File: src/rtl/mem_port_arbiter.sv
// Round-robin sequencer for the icache refill and dcache fill/writeback paths
// sharing one line-wide memory port, with a memory-latency watchdog.
module mem_port_arbiter #(
    parameter int ADDR_W         = 32,
    parameter int LINE_W         = 128,
    parameter int TIMEOUT_CYCLES = 64
) (
    input  logic              i_clock,
    input  logic              i_reset,
    input  logic [1:0]        i_r_valid,
    input  logic              i_r0_rw,
    input  logic              i_r1_rw,
    input  logic [ADDR_W-1:0] i_r0_addr,
    input  logic [ADDR_W-1:0] i_r1_addr,
    input  logic [LINE_W-1:0] i_r0_wdata,
    input  logic [LINE_W-1:0] i_r1_wdata,
    output logic [1:0]        o_r_resp,
    output logic [LINE_W-1:0] o_r_resp_data,
    output logic              o_r_resp_err,
    output logic              o_mem_valid,
    output logic              o_mem_rw,
    output logic [ADDR_W-1:0] o_mem_addr,
    output logic [LINE_W-1:0] o_mem_wdata,
    input  logic              i_mem_ready,
    input  logic [LINE_W-1:0] i_mem_rdata,
    output logic [1:0]        o_owner,
    output logic              o_busy,
    output logic              o_timeout_err
);

    localparam int CNT_W = $clog2(TIMEOUT_CYCLES);

    typedef enum logic [1:0] {IDLE, REQ, RESP} state_t;

    state_t            r_state;
    logic              r_rr_last;
    logic [CNT_W-1:0]  r_cnt;
    logic [1:0]        r_resp;
    logic [LINE_W-1:0] r_resp_data;
    logic              r_resp_err;
    logic              r_mem_valid;
    logic              r_mem_rw;
    logic [ADDR_W-1:0] r_mem_addr;
    logic [LINE_W-1:0] r_mem_wdata;
    logic [1:0]        r_owner;
    logic              r_busy;
    logic              r_timeout_err;

    logic              w_win;
    logic              w_rw;
    logic [ADDR_W-1:0] w_addr;
    logic [LINE_W-1:0] w_wdata;
    logic              w_limit;

    // On a tie the requester that did not win last time gets the port.
    assign w_win   = (&i_r_valid) ? ~r_rr_last : i_r_valid[1];
    assign w_rw    = w_win ? i_r1_rw    : i_r0_rw;
    assign w_addr  = w_win ? i_r1_addr  : i_r0_addr;
    assign w_wdata = w_win ? i_r1_wdata : i_r0_wdata;
    assign w_limit = (r_cnt == CNT_W'(TIMEOUT_CYCLES - 1));

    always_ff @(posedge i_clock) begin
        if (i_reset) begin
            r_state       <= IDLE;
            r_rr_last     <= 1'b0;
            r_cnt         <= '0;
            r_resp        <= 2'b00;
            r_resp_data   <= '0;
            r_resp_err    <= 1'b0;
            r_mem_valid   <= 1'b0;
            r_mem_rw      <= 1'b0;
            r_mem_addr    <= '0;
            r_mem_wdata   <= '0;
            r_owner       <= 2'b00;
            r_busy        <= 1'b0;
            r_timeout_err <= 1'b0;
        end else begin
            case (r_state)
                IDLE: begin
                    if (|i_r_valid) begin
                        r_mem_valid <= 1'b1;
                        r_mem_rw    <= w_rw;
                        r_mem_addr  <= w_addr & ~ADDR_W'(15);
                        r_mem_wdata <= w_wdata;
                        r_owner     <= w_win ? 2'b10 : 2'b01;
                        r_rr_last   <= w_win;
                        r_cnt       <= '0;
                        r_busy      <= 1'b1;
                        r_state     <= REQ;
                    end
                end
                REQ: begin
                    // A completion on the limit cycle still counts as success.
                    if (i_mem_ready) begin
                        r_mem_valid <= 1'b0;
                        r_resp_data <= r_mem_rw ? '0 : i_mem_rdata;
                        r_resp      <= r_owner;
                        r_resp_err  <= 1'b0;
                        r_state     <= RESP;
                    end else if (w_limit) begin
                        r_mem_valid   <= 1'b0;
                        r_resp_data   <= '0;
                        r_resp        <= r_owner;
                        r_resp_err    <= 1'b1;
                        r_timeout_err <= 1'b1;
                        r_state       <= RESP;
                    end else begin
                        r_cnt <= r_cnt + 1'b1;
                    end
                end
                RESP: begin
                    r_resp      <= 2'b00;
                    r_resp_data <= '0;
                    r_resp_err  <= 1'b0;
                    r_owner     <= 2'b00;
                    r_busy      <= 1'b0;
                    r_state     <= IDLE;
                end
                default: r_state <= IDLE;
            endcase
        end
    end

    assign o_r_resp      = r_resp;
    assign o_r_resp_data = r_resp_data;
    assign o_r_resp_err  = r_resp_err;
    assign o_mem_valid   = r_mem_valid;
    assign o_mem_rw      = r_mem_rw;
    assign o_mem_addr    = r_mem_addr;
    assign o_mem_wdata   = r_mem_wdata;
    assign o_owner       = r_owner;
    assign o_busy        = r_busy;
    assign o_timeout_err = r_timeout_err;

endmodule

File: config.mk
export PLATFORM = sky130hd
export DESIGN_NAME = mem_port_arbiter
export DESIGN_NICKNAME = d
export VERILOG_FILES = /design/src/rtl/mem_port_arbiter.sv
export SDC_FILE = /design/constraint.sdc
export NUM_CORES = 1
export LEC_CHECK = 0
export CAP_MARGIN = 10
export CORE_AREA = 2 2 295 297
export CTS_BUF_LIST = sky130_fd_sc_hd__clkbuf_8
export DETAILED_ROUTE_END_ITERATION = 7
export DIE_AREA = 0 0 297 299
export GPL_ROUTABILITY_DRIVEN = 0
export PLACE_DENSITY_LB_ADDON = 0.05
export SLEW_MARGIN = 10
export SYNTH_ARGS = -nofsm -noshare
export SYNTH_HDL_FRONTEND = slang
export SYNTH_SLANG_ARGS = --single-unit
File: constraint.sdc
create_clock -name i_clock -period 4.3 [get_ports i_clock]
set_input_delay 0.86 -clock i_clock [delete_from_list [all_inputs] [get_ports i_clock]]
set_output_delay 0.86 -clock i_clock [all_outputs]
set_load 0.005 [all_outputs]
==> results of run 1 <==
-- how the worst max path moves through the flow --
stage / startpoint / endpoint / slack (ps) / cells past startpoint
final: i_r_valid[1] / o_mem_rw$_SDFFE_PP0P_ / 1510 / 6
after global routing: i_r_valid[1] / o_mem_rw$_SDFFE_PP0P_ / 1420 / 6
after CTS: o_mem_rw$_SDFFE_PP0P_ / o_mem_rw / 1430 / 1
after detailed placement: i_r_valid[1] / o_mem_rw$_SDFFE_PP0P_ / 730 / 6
after global placement: i_r_valid[1] / o_mem_rw$_SDFFE_PP0P_ / 770 / 6
after floorplan: i_mem_ready / o_r_resp_data[28]$_SDFFE_PP0P_ / 2240 / 7
-- state kept, by name, indices dropped and copies added, names as in the netlist --
| signal | flops |
|---|---|
| o_mem_wdata | 128 |
| o_r_resp | 2 |
| o_r_resp_err | 1 |
| o_mem_rw | 1 |
| o_mem_valid | 1 |
| r_state | 2 |
| o_mem_addr | 28 |
| o_timeout_err | 1 |
| r_cnt | 6 |
| o_busy | 1 |
| r_rr_last | 1 |
| o_r_resp_data | 128 |
| o_owner | 2 |
-- area by class of cell --
cell class                 instances  area [sq um]  area share
antenna                            3          7.51    0.000329
clock buffer                      78          1070      0.0470
clock inverter                    40           220     0.00965
inverter                           2          7.51    0.000329
multi-input combinational        808          6330       0.277
sequential                       302          6050       0.265
tap                             1155          1450      0.0633
timing repair buffer             762          7700       0.337
-- worst max-delay path: stages --
cell and delay [ps]:
clkdlybuf4s50_1 530, a21boi_4 560, buf_4 380, mux2i_1 620, buf_4 220, a211oi_1 60
-- power groups by stage --
stage | Sequential (uW) | Combinational (uW) | Clock [uW]
2_1_floorplan | 3230 | 826 | 0
3_5_place_dp | 3220 | 1940 | 0
3_3_place_gp | 3220 | 1950 | 0
4_1_cts | 3170 | 1950 | 3420
6_report | 3170 | 1890 | 3180
5_1_grt | 3200 | 2050 | 3530
-- cells in the mapped netlist, drive strengths merged --
cell           n  area share
a211oi       157       0.095
a21boi         1     0.00056
a21o           1     0.00065
a21oi         13      0.0049
a22oi        129        0.12
a2bb2oi        1     0.00065
a311oi         3      0.0033
a31oi          2     0.00093
a41oi          1     0.00065
and2           1     0.00065
and2b          1     0.00065
and3           2      0.0013
and3b          1     0.00075
buf           75       0.050
clkbuf        47       0.028
conb           1     0.00028
dfxtp        302        0.45
dlygate4sd1    1     0.00065
ha             1     0.00093
inv            2     0.00056
mux2i        157        0.12
nand2          2     0.00056
nand2b         2      0.0015
nand3          8      0.0030
nand3b         1     0.00056
nor2         295        0.11
nor2b          4      0.0024
nor3           6      0.0026
nor3b          3      0.0024
o211ai         2      0.0011
o21ai          7      0.0026
or3b           1     0.00065
or4            1     0.00056
xor2           1     0.00065
-- stage by stage --
step | hold slack [ps] | util | total power (uW)
3_3_place_gp | 469 | 0.250 | 5170
2_1_floorplan | 447 | - | 4060
3_5_place_dp | 474 | 0.250 | 5170
4_1_cts | 488 | 0.266 | 8540
5_1_grt | 507 | 0.266 | 8780
6_report | 474 | 0.266 | 8250
-- cell families after synthesis --
family / count (synthesis) / synth area share
other: 1 / 0.000280
buffers and inverters: 125 / 0.0794
flip-flops: 302 / 0.451
XOR/XNOR: 1 / 0.000654
AO/OA/AOI/OAI: 317 / 0.228
multiplexers: 157 / 0.117
AND/OR/NAND/NOR: 328 / 0.123
adder cells (fa/ha/maj): 1 / 0.000933
-- per-layer routing --
metal  part of all wire  track usage
met1               0.38        0.152
met2               0.51        0.251
met3              0.098       0.0675
met4              0.016       0.0314
met5             0.0018            0
==> results_dict.tcl, run 1 <==
set metrics [dict create \
    outcome "complete, no violations" \
    wl_per_cell_um 20.6 \
    worst_slew_pin_slew_ps 840 \
    io_pins 752 \
    worstSetupEndpointType "flip-flop" \
    antenna_found_initial 15 \
    layout_common_cells "738 x clkdlybuf4s50_1, 302 x dfxtp_1, 175 x nor2_1" \
    cts_hold_buf 0 \
    p_int_uw 5800 \
    rrSetupSlack_ps 1990 \
    min_period_over_period 0.648 \
    ff2ff_path_depth 5 \
    final_common_cell "clkdlybuf4s50_1" \
    reg2reg_to "o_mem_rw$_SDFFE_PP0P_" \
    finalWorstSetupSlack_ps 1510 \
    critical_path_class "in2reg" \
    syn-cell-area_sq_um 13400 \
    cts_sinks 302 \
    start_util 0.156 \
    overflow 0 \
    ys.warnings.count 0 \
    grt_pass1_wl_mm 91.7 \
    cts_resized 0 \
    switching_share 0.296 \
    p_leak_uw 0.00820 \
    setup_tns_ps 0 \
    nFillCells 9116 \
    fmax_mhz 359 \
    dp_cells 3029 \
    slew_violations 0 \
    area_growth_pct 70.3 \
    cts.clk_slew.worst_paths_ps 50 \
    finalHoldViolations 0 \
    rsz0062_at_grt "no" \
    max-slew-margin-rel 0.440 \
    grt_usage 0.142 \
    grt_pass1_vias 12400 \
    sequentialPowerShare 0.384 \
    hold_path.class "reg2reg" \
    drv_cap 0 \
    dpl.hpwl_mm 49.4 \
    powerDensity_nw_per_um2 361 \
    synth.avg_cell_area_sq_um 10.9 \
    clk_latency_ps 660 \
    numCtsBuffers 68 \
    cts_root_buffer "clkbuf_8" \
    drtIter0Drc 360 \
    setup_violations 0 \
    critical_path_arrival_ps 3250 \
    period_minus_slack_ps 2790 \
    grt_max_degree 98 \
    clockBufferDepth 3 \
    post_cts_buffers 0 \
    vias 12000 \
    clock_skew_ps 41.1 \
    vdd_drop_max_v 0.000156 \
    totalWireLength_mm 64.8 \
    timing.hold.worst_path_depth 2 \
    fp-row-count 108 \
    die_area_sq_um 88800 \
    whs_endpoint "o_timeout_err$_SDFFE_PP0P_" \
    synth.yosys.seq_area_share 0.451 \
    syn-instance-count 1232 \
    combPwrFrac 0.230 \
    fin_cells 3150 \
    p_clk_frac 0.386 \
    drc 0 \
    postRouteAntennaNets 0 \
    drive_above_1_share 0.193 \
    ys_ff_latch 302 \
    place_area_sq_um 21500 \
    die_w_um 297 \
    start_kind "primary input" \
    die_h_um 299 \
    via_per_inst 3.80 \
    io_buffers 739 \
    coreArea_sq_um 85900 \
    netSwitchingPower_uw 2440 \
    fin_nets 2400 \
    post-place-ws_ps 730 \
    first_pass_iters 4 \
    cts_max_level 3 \
    cts_tree "yes" \
    reg2reg_from "r_rr_last$_SDFFE_PP0P_" \
    worstPathRequired_ps 4770 \
    worstPathMaxFanout 14 \
    ys_types 50 \
    min_from "o_timeout_err$_SDFFE_PP0P_" \
    fin_area_sq_um 22800 \
]
(Power assumes the default switching activity.)
==> run 2, diff against run 1 <==
==> constraint.sdc (replaced) <==
create_clock -name i_clock -period 2.3 [get_ports i_clock]
set_input_delay 0.46 -clock i_clock [delete_from_list [all_inputs] [get_ports i_clock]]
set_output_delay 0.46 -clock i_clock [all_outputs]
set_load 0.005 [all_outputs]
==> results_dict.tcl, run 2 (synthesized netlist as in run 1, its figures left out) <==
set metrics [dict create \
    clockBufferDepth 3 \
    vias 12200 \
    cts_hold_buf 0 \
    multi_input_area_sq_um 6330 \
    reg2reg_to "o_r_resp_data[21]$_SDFFE_PP0P_" \
    powerDensity_nw_per_um2 657 \
    drive_above_1_share 0.218 \
    wl_per_cell_um 20.1 \
    fin_hold_ws_ps 223 \
    finish.utilization 0.275 \
    via_per_inst 3.79 \
    drv_cap 0 \
    die_area_sq_um 88800 \
    coreArea_sq_um 85900 \
    cts_root_buffer "clkbuf_8" \
    min_from "i_reset" \
    start_kind "flip-flop" \
    overflow 0 \
    io_buffers 739 \
    path_cells "clkdlybuf4s50_1" \
    die_w_um 297 \
    grt_usage 0.141 \
    final_common_cell "clkdlybuf4s50_1" \
    grt_max_degree 65 \
    min_period_over_period 0.921 \
    fin_area_sq_um 23600 \
    fp-row-count 108 \
    hold_path.class "in2reg" \
    layout_common_cells "736 x clkdlybuf4s50_1, 302 x dfxtp_1, 175 x nor2_1" \
    critPathSlowestCell "clkdlybuf4s50_1" \
    seq_area_sq_um 6050 \
    p_leak_uw 0.00865 \
    post_cts_buffers 0 \
    cts.clk_slew.worst_paths_ps 60 \
    critical_path_arrival_ps 1660 \
    grt_pass1_wl_mm 91.5 \
    cts_tree "yes" \
    worstPathRequired_ps 1840 \
    reg2reg_from "r_cnt[0]$_SDFFE_PP0P_" \
    slowest_delay_ps 590 \
    period_minus_slack_ps 2120 \
    worst_slew_pin_slew_ps 589 \
    clock_skew_ps 35.8 \
    dpl.hpwl_mm 51.1 \
    numCtsBuffers 68 \
    clk_latency_ps 630 \
    antenna_found_initial 16 \
    cts_max_level 3 \
    first_pass_iters 4 \
    grt_pass1_vias 12700 \
    worstPathMaxFanout 4 \
    cp_top_family "buffers and inverters" \
    postRouteAntennaNets 0 \
    slew_violations 0 \
    place_area_sq_um 22400 \
    area_growth_pct 76.2 \
    rrSetupSlack_ps 380 \
    cts_sinks 302 \
    finalHoldViolations 0 \
    max-slew-margin-rel 0.605 \
    worstSetupEndpointType "output pin" \
    setup_violations 0 \
    outcome "complete, no violations" \
    fmax_mhz 472 \
    nFillCells 9107 \
    start_util 0.156 \
    drc 0 \
    critical_path_class "reg2out" \
    ff2ff_path_depth 7 \
    whs_endpoint "r_cnt[2]$_SDFFE_PP0P_" \
    crit_path_start "o_owner[1]$_SDFFE_PP0P_" \
    io_pins 752 \
    vdd_drop_max_v 0.000264 \
    die_h_um 299 \
    fin_nets 2469 \
    totalWireLength_mm 64.7 \
    timing.hold.worst_path_depth 2 \
    drtIter0Drc 432 \
    rsz0062_at_grt "no" \
    path_buf_inv 1 \
]
==> run 2: area by class of cell <==
type / count / share of cell area
Clock buffer: 80 / 0.0466
Timing Repair Buffer: 831 / 0.361
Inverter: 2 / 0.000318
Clock inverter: 35 / 0.00636
Multi-Input combinational cell: 808 / 0.268
Antenna cell: 6 / 0.000636
Tap cell: 1155 / 0.0612
Sequential cell: 302 / 0.256
==> run 2: timing repair <==
item	in CTS	in global routing
resized for setup	2	0
setup endpoints to repair	2	0
endpoints found under the hold margin	0	0
==> run 2: power by group <==
part	leakage (uW)	switching, uW	total [uW]	internal, uW
Sequential	0.00248	245	5920	5670
Clock	0.000759	2600	5730	3130
Combinational	0.00540	1670	3860	2190
==> run 2: how the worst max path moves through the flow <==
stage | end | cells past startpoint
2_1_floorplan | o_r_resp_data[28]$_SDFFE_PP0P_ | 8
3_3_place_gp | o_mem_wdata[105]$_SDFFE_PP0P_ | 7
3_5_place_dp | o_mem_wdata[105]$_SDFFE_PP0P_ | 7
4_1_cts | o_owner[1] | 1
5_1_grt | o_owner[1] | 1
6_report | o_owner[1] | 1
==> run 2: metrics by stage <==
stage          std cells  setup WS, ps  TNS, ps  power (uW)
6_report            3219           182        0       15500
5_1_grt             3217          15.1        0       16500
4_1_cts             3213          30.8        0       16100
3_5_place_dp        3098          -312    -3570        9970
3_3_place_gp        3098          -223    -2600        9980
2_1_floorplan       1235           596        0        7590
==> run 2: per-layer routing <==
layer / routed length, um / vias to the layer above / track usage
met5: 134 / - / 0
li1: - / 6017 / -
met1: 24100 / 5625 / 0.150
met3: 6170 / 91 / 0.0647
met2: 33100 / 450 / 0.252
met4: 1180 / 20 / 0.0356
==> patch 1: new RTL, settings of run 2 <==
Change the parameter `ADDR_W` from 32 to 64.
--- a/src/rtl/mem_port_arbiter.sv
+++ b/src/rtl/mem_port_arbiter.sv
@@ -2,5 +2,5 @@
 // sharing one line-wide memory port, with a memory-latency watchdog.
 module mem_port_arbiter #(
-    parameter int ADDR_W         = 32,
+    parameter int ADDR_W         = 64,
     parameter int LINE_W         = 128,
     parameter int TIMEOUT_CYCLES = 64
Interface: changed (resized i_r0_addr, i_r1_addr and o_mem_addr); port bits go from 752 to 848. No check against the original RTL was run, so the function may have changed too.
==> patch 1 against run 2 <==
Clock skew down 0.0083 ns. Highest routed layer unchanged. First-iteration DRC count down 5.8%. Power is 11% higher. Final area grew 10%. Routed wire length is 12% higher. Setup slack worse by 0.053 ns. Hold slack worse by 0.016 ns. Area after synthesis rose by 9.2%. Sequential cell count up 32. Largest power group unchanged.
==> patch 1: results (changes against run 2) <==
STATUS='finished, final reports clean'
CRIT_SLOWEST_CELL='clkdlybuf4s50_1'
CTS_SETUP_BUFFERS=0  # unchanged
CTS_MAX_LEVEL=3  # unchanged
IO_BUFFER_COUNT=835  # +13%
LARGEST_DRIVER_FANOUT_ON_THE_CRITICAL_PATH=3  # -1
FINALMAXSLEWVIOLATIONS=0  # unchanged
PATH_DELAY_FAMILY='buffers and inverters'
LKG_PWR_nW=9.66  # +12%
GRT_USAGE_PCT=15.7  # +1.6 points
GRT_MAX_DEGREE=69  # +6.2%
WORST_IR_DROP_VDD_uV=271  # +2.6%
LAYOUT.CELLS.NON_FILLER=3461  # +7.5%
WIRE_LENGTH_OF_THE_FIRST_GLOBAL_ROUTING_PASS_MM=102  # +12%
POSTSYNTH.ASYNCRESETSHARE_PCT=0  # unchanged
TIMING.HOLD.WORST.CLASS='primary input to register'
VIA_COUNT=13700  # +12%
POST_SYNTHESIS_CELLS=1373  # +11%
CTS.REPAIR.RESIZED=0  # -2
NUMCTSBUFFERS=70  # +2.9%
CRITICAL_PATH.MAX_STAGE_DELAY_NS=0.63  # +0.04 ns
DRT_ITER0_DRC=407  # -5.8%
SYNTH.YOSYS.SEQ_AREA_SHARE_PCT=45.7  # +0.57 points
SHARE_OF_POST_ROUTE_CELLS_WITH_DRIVE_STRENGTH_ABOVE_1_PCT=20.0  # -1.9 points
SYNTHESIS.YOSYS.WARNINGS=0  # unchanged
DP_SLACK_NS=-0.342  # -0.0299 ns
TIMING.MAX_SLEW.REL_SLACK_PCT=54.5  # -6.0 points
ROUTED_WIRE_LENGTH_PER_INSTANCE_UM=20.8  # +3.8%
CLK_LATENCY_NS=0.64
FINAL_NETS=2779  # +13%
TIMING.CLOCK.SKEW_NS=0.0276  # -0.00827 ns
DP.FINAL_HPWL_MM=57.8  # +13%
PLACE.DETAILED.INSTANCES=3342  # +7.9%
GRT_ANTENNA_BEFORE_REPAIR=7  # -9
CLKSLEWWORSTSETUPHOLDPATHS_NS=0.06  # about the same
MAX_CLOCK_BUF_DEPTH=3  # unchanged
WORST_EP_ARRIVAL_NS=1.71  # +0.05 ns
FIRST_GLOBAL_VIAS=14500  # +14%
YOSYS-TOP-CELLS-COUNT='dfxtp_1, nor2_1, a211oi_1, mux2i_1'
CTS_ROOT_BUF='clkbuf_8'
FIRST_PASS_ITERS=6  # +2
FILLERS=8945  # -1.8%
NETLIST_TOP_CELLS_AREA='dfxtp_1, mux2i_1, a22oi_2'
YOSYSUNIQUECELLTYPES=49  # -2.0%
patch 1: power by group:
part           switching [mW]  internal, mW
registers               0.277          6.29
logic                    1.86          2.49
clock network            2.86          3.40
total                    5.00          12.2
patch 1: layout make-up:
| type | instances | share of cell area (%) |
|---|---|---|
| Inverter | 2 | 0.0288 |
| Clock inverter | 30 | 0.567 |
| Multi-Input combinational cell | 904 | 26.5 |
| Sequential cell | 334 | 25.7 |
| Tap cell | 1155 | 5.55 |
| Clock buffer | 87 | 4.60 |
| Antenna cell | 2 | 0.0192 |
| Timing Repair Buffer | 947 | 37.1 |
patch 1: path summary, 6_finish.rpt:
check,start,end,slack (ns),cells after the start
setup reg to reg,r_cnt[0],o_r_resp_data[42],0.41,7
hold / removal,i_reset,o_r_resp_data[24],0.21,2
setup / recovery,o_mem_rw,o_mem_rw,0.13,1
hold reg to reg,r_cnt[1],r_cnt[1],0.49,2
patch 1: stage by stage:
stage               setup TNS, ns  area (um2)  util, %  power [mW]
finish                          0       26100     30.3        17.2
global route                    0       26100     30.3        18.2
CTS                             0       26000     30.3        17.7
detailed placement          -2.52       24700     28.7        11.1
global placement            -1.96       24700     28.7        11.1
floorplan                       0       14600        -        8.38
patch 1: kinds of logic (layout without fill, tap and decap cells):
group           count (synthesis)  count (layout)  synth area share, %
buf+inv                       138            1066                 7.37
xor+xnor                        1               1               0.0598
simple gates                  360             360                 12.0
mux                           189             189                 12.9
compound gates                349             349                 21.8
other cells                     1               6               0.0256
fa+ha+maj                       1               1               0.0855
flops                         334             334                 45.7
patch 1: metal layers:
metal | GRT usage, % | vias to the layer above | wire length, um
met3 | 5.74 | 84 | 5510
met5 | 0 | - | 70
li1 | - | 6750 | -
met2 | 29.6 | 504 | 38700
met4 | 3.48 | 10 | 1170
met1 | 16.4 | 6315 | 26700
==> patch 2: new RTL, settings of run 2 <==
Made on the original files. Make the reset (`i_reset`) asynchronous in one clocked block.
--- a/src/rtl/mem_port_arbiter.sv
+++ b/src/rtl/mem_port_arbiter.sv
@@ -60,5 +60,5 @@
     assign w_limit = (r_cnt == CNT_W'(TIMEOUT_CYCLES - 1));
 
-    always_ff @(posedge i_clock) begin
+    always_ff @(posedge i_clock or posedge i_reset) begin
         if (i_reset) begin
             r_state       <= IDLE;
Behaviour: differs if i_reset is asserted again (counterexample within 4 cycles, from zero or initial values and one cycle with i_reset high); with i_reset held inactive, the same outputs for 4 cycles.
==> patch 2 against run 2 <==
The run now ends with DRC left. Sequential share of layout area is 8.0 points higher. Final area fell by 4.9%. Count of clock-buffer cells in the layout is 1 lower. Global-route usage decreased by 0.60 points. Area after synthesis down 10%. Clock skew down 0.0027 ns. Setup slack better by 0.026 ns. Routed wire length shrank 4.8%. Critical path depth stayed put. Sequential cell count stayed put. Non-clock buffer count decreased by 32.
Power is not compared: it rests on default switching activity, and its combinational part moved more than twofold at a synthesized area within 25%.
==> patch 2: results (changes against run 2) <==
FINAL_NETS=2175  # -12%
SHARE_OF_POST_ROUTE_CELLS_WITH_DRIVE_STRENGTH_ABOVE_1_PCT=8.95  # -13 points
LAYOUT.CELLS.NON_FILLER=2916  # -9.4%
GRT_ANTENNA_BEFORE_REPAIR=18  # +2
FAILED_CHECKS='DRC'
YOSYSUNIQUECELLTYPES=43  # -14%
TIMING.CLOCK.SKEW_NS=0.0331  # -0.00272 ns
DRT_ITER0_DRC=943  # +120%
TIMING.MAX_SLEW.REL_SLACK_PCT=60.5  # about the same
WORST_EP_ARRIVAL_NS=1.63  # -0.03 ns
DP.FINAL_HPWL_MM=46.6  # -8.9%
SYNTH-COMPOUND-AREA-SHARE_PCT=23.1  # +0.31 points
GRT_USAGE_PCT=13.5  # -0.60 points
FIRST_GLOBAL_VIAS=12200  # -4.2%
CRITICAL_PATH.MAX_STAGE_DELAY_NS=0.67  # +0.08 ns
TIMING.HOLD.WORST.CLASS='primary input to async pin'
PREDOMINANT_POST_SYNTHESIS_FLOP_CELL='dfrtp_1'
CTS.REPAIR.RESIZED=0  # -2
YOSYS.AREA_SHARE.ADDER_PCT=0.104  # +0.011 points
STATUS='finished with violations'
PLACED_AREA_UM2=21200  # -5.2%
LARGEST_DRIVER_FANOUT_ON_THE_CRITICAL_PATH=3  # -1
PLACE.DETAILED.INSTANCES=2804  # -9.5%
POSTSYNTH.ASYNCRESETSHARE_PCT=100  # +100 points
MUX_CONTRIBUTION_TO_SYNTHESIZED_AREA_PCT=2.58  # -9.1 points
FIRST_PASS_ITERS=8  # +4
SYNTH.YOSYS.SEQ_AREA_SHARE_PCT=62.8  # +18 points
POST_SYNTHESIS_CELLS=936  # -24%
TIMING.FINAL.CRIT_SHARE_PCT=91.0  # -1.1 points
DRC=7  # +7
## patch 2: power by group
part | internal, mW | total (mW) | leakage, nW | switching [mW]
sequential | 7.84 | 9.34 | 3.84 | 1.50
clock | 3.30 | 5.95 | 0.714 | 2.65
combinational | 7.23 | 11.7 | 5.29 | 4.51
total | 18.4 | 27.0 | 9.84 | 8.66
## patch 2: path summary, 6_finish.rpt
check / from / end / slack [ns]
max: o_r_resp[0] / o_r_resp[0] / 0.21
min: i_reset / r_cnt[2] / 0.19
max reg2reg: r_cnt[0] / o_r_resp_data[90] / 0.35
min reg2reg: o_timeout_err / o_timeout_err / 0.45
max in group asynchronous: i_reset / o_r_resp_data[31] / 1.25
min in group i_clock: i_r1_wdata[51] / o_mem_wdata[51] / 0.41
## patch 2: cell type report
type                            count  area [um2]  share of cell area, %
Timing Repair Buffer              799        8210                   36.6
Sequential cell                   302        7560                   33.6
Multi-Input combinational cell    417        3480                   15.5
Tap cell                         1155        1450                   6.43
Clock buffer                       79        1090                   4.84
Inverter                          131         495                   2.21
Clock inverter                     26         171                  0.763
Antenna cell                        7        17.5                 0.0780
## patch 2: layer usage
layer	vias to the layer above	track usage, %	part of all wire (%)
met2	588	22.5	49
met1	5540	14.7	37
met3	111	6.65	11
met4	16	5.21	2.8
met5	-	0	0.19
li1	5116	-	-
## patch 2: through the flow
stage | total power [mW] | worst slack, ns | setup TNS [ns]
after floorplan | 13.3 | -2.18 | -656.86
after global placement | 21.5 | 0.0897 | 0
after detailed placement | 21.4 | 0.0691 | 0
after CTS | 27.8 | 0.0992 | 0
after global routing | 28.9 | 0.0781 | 0
final | 27.0 | 0.208 | 0
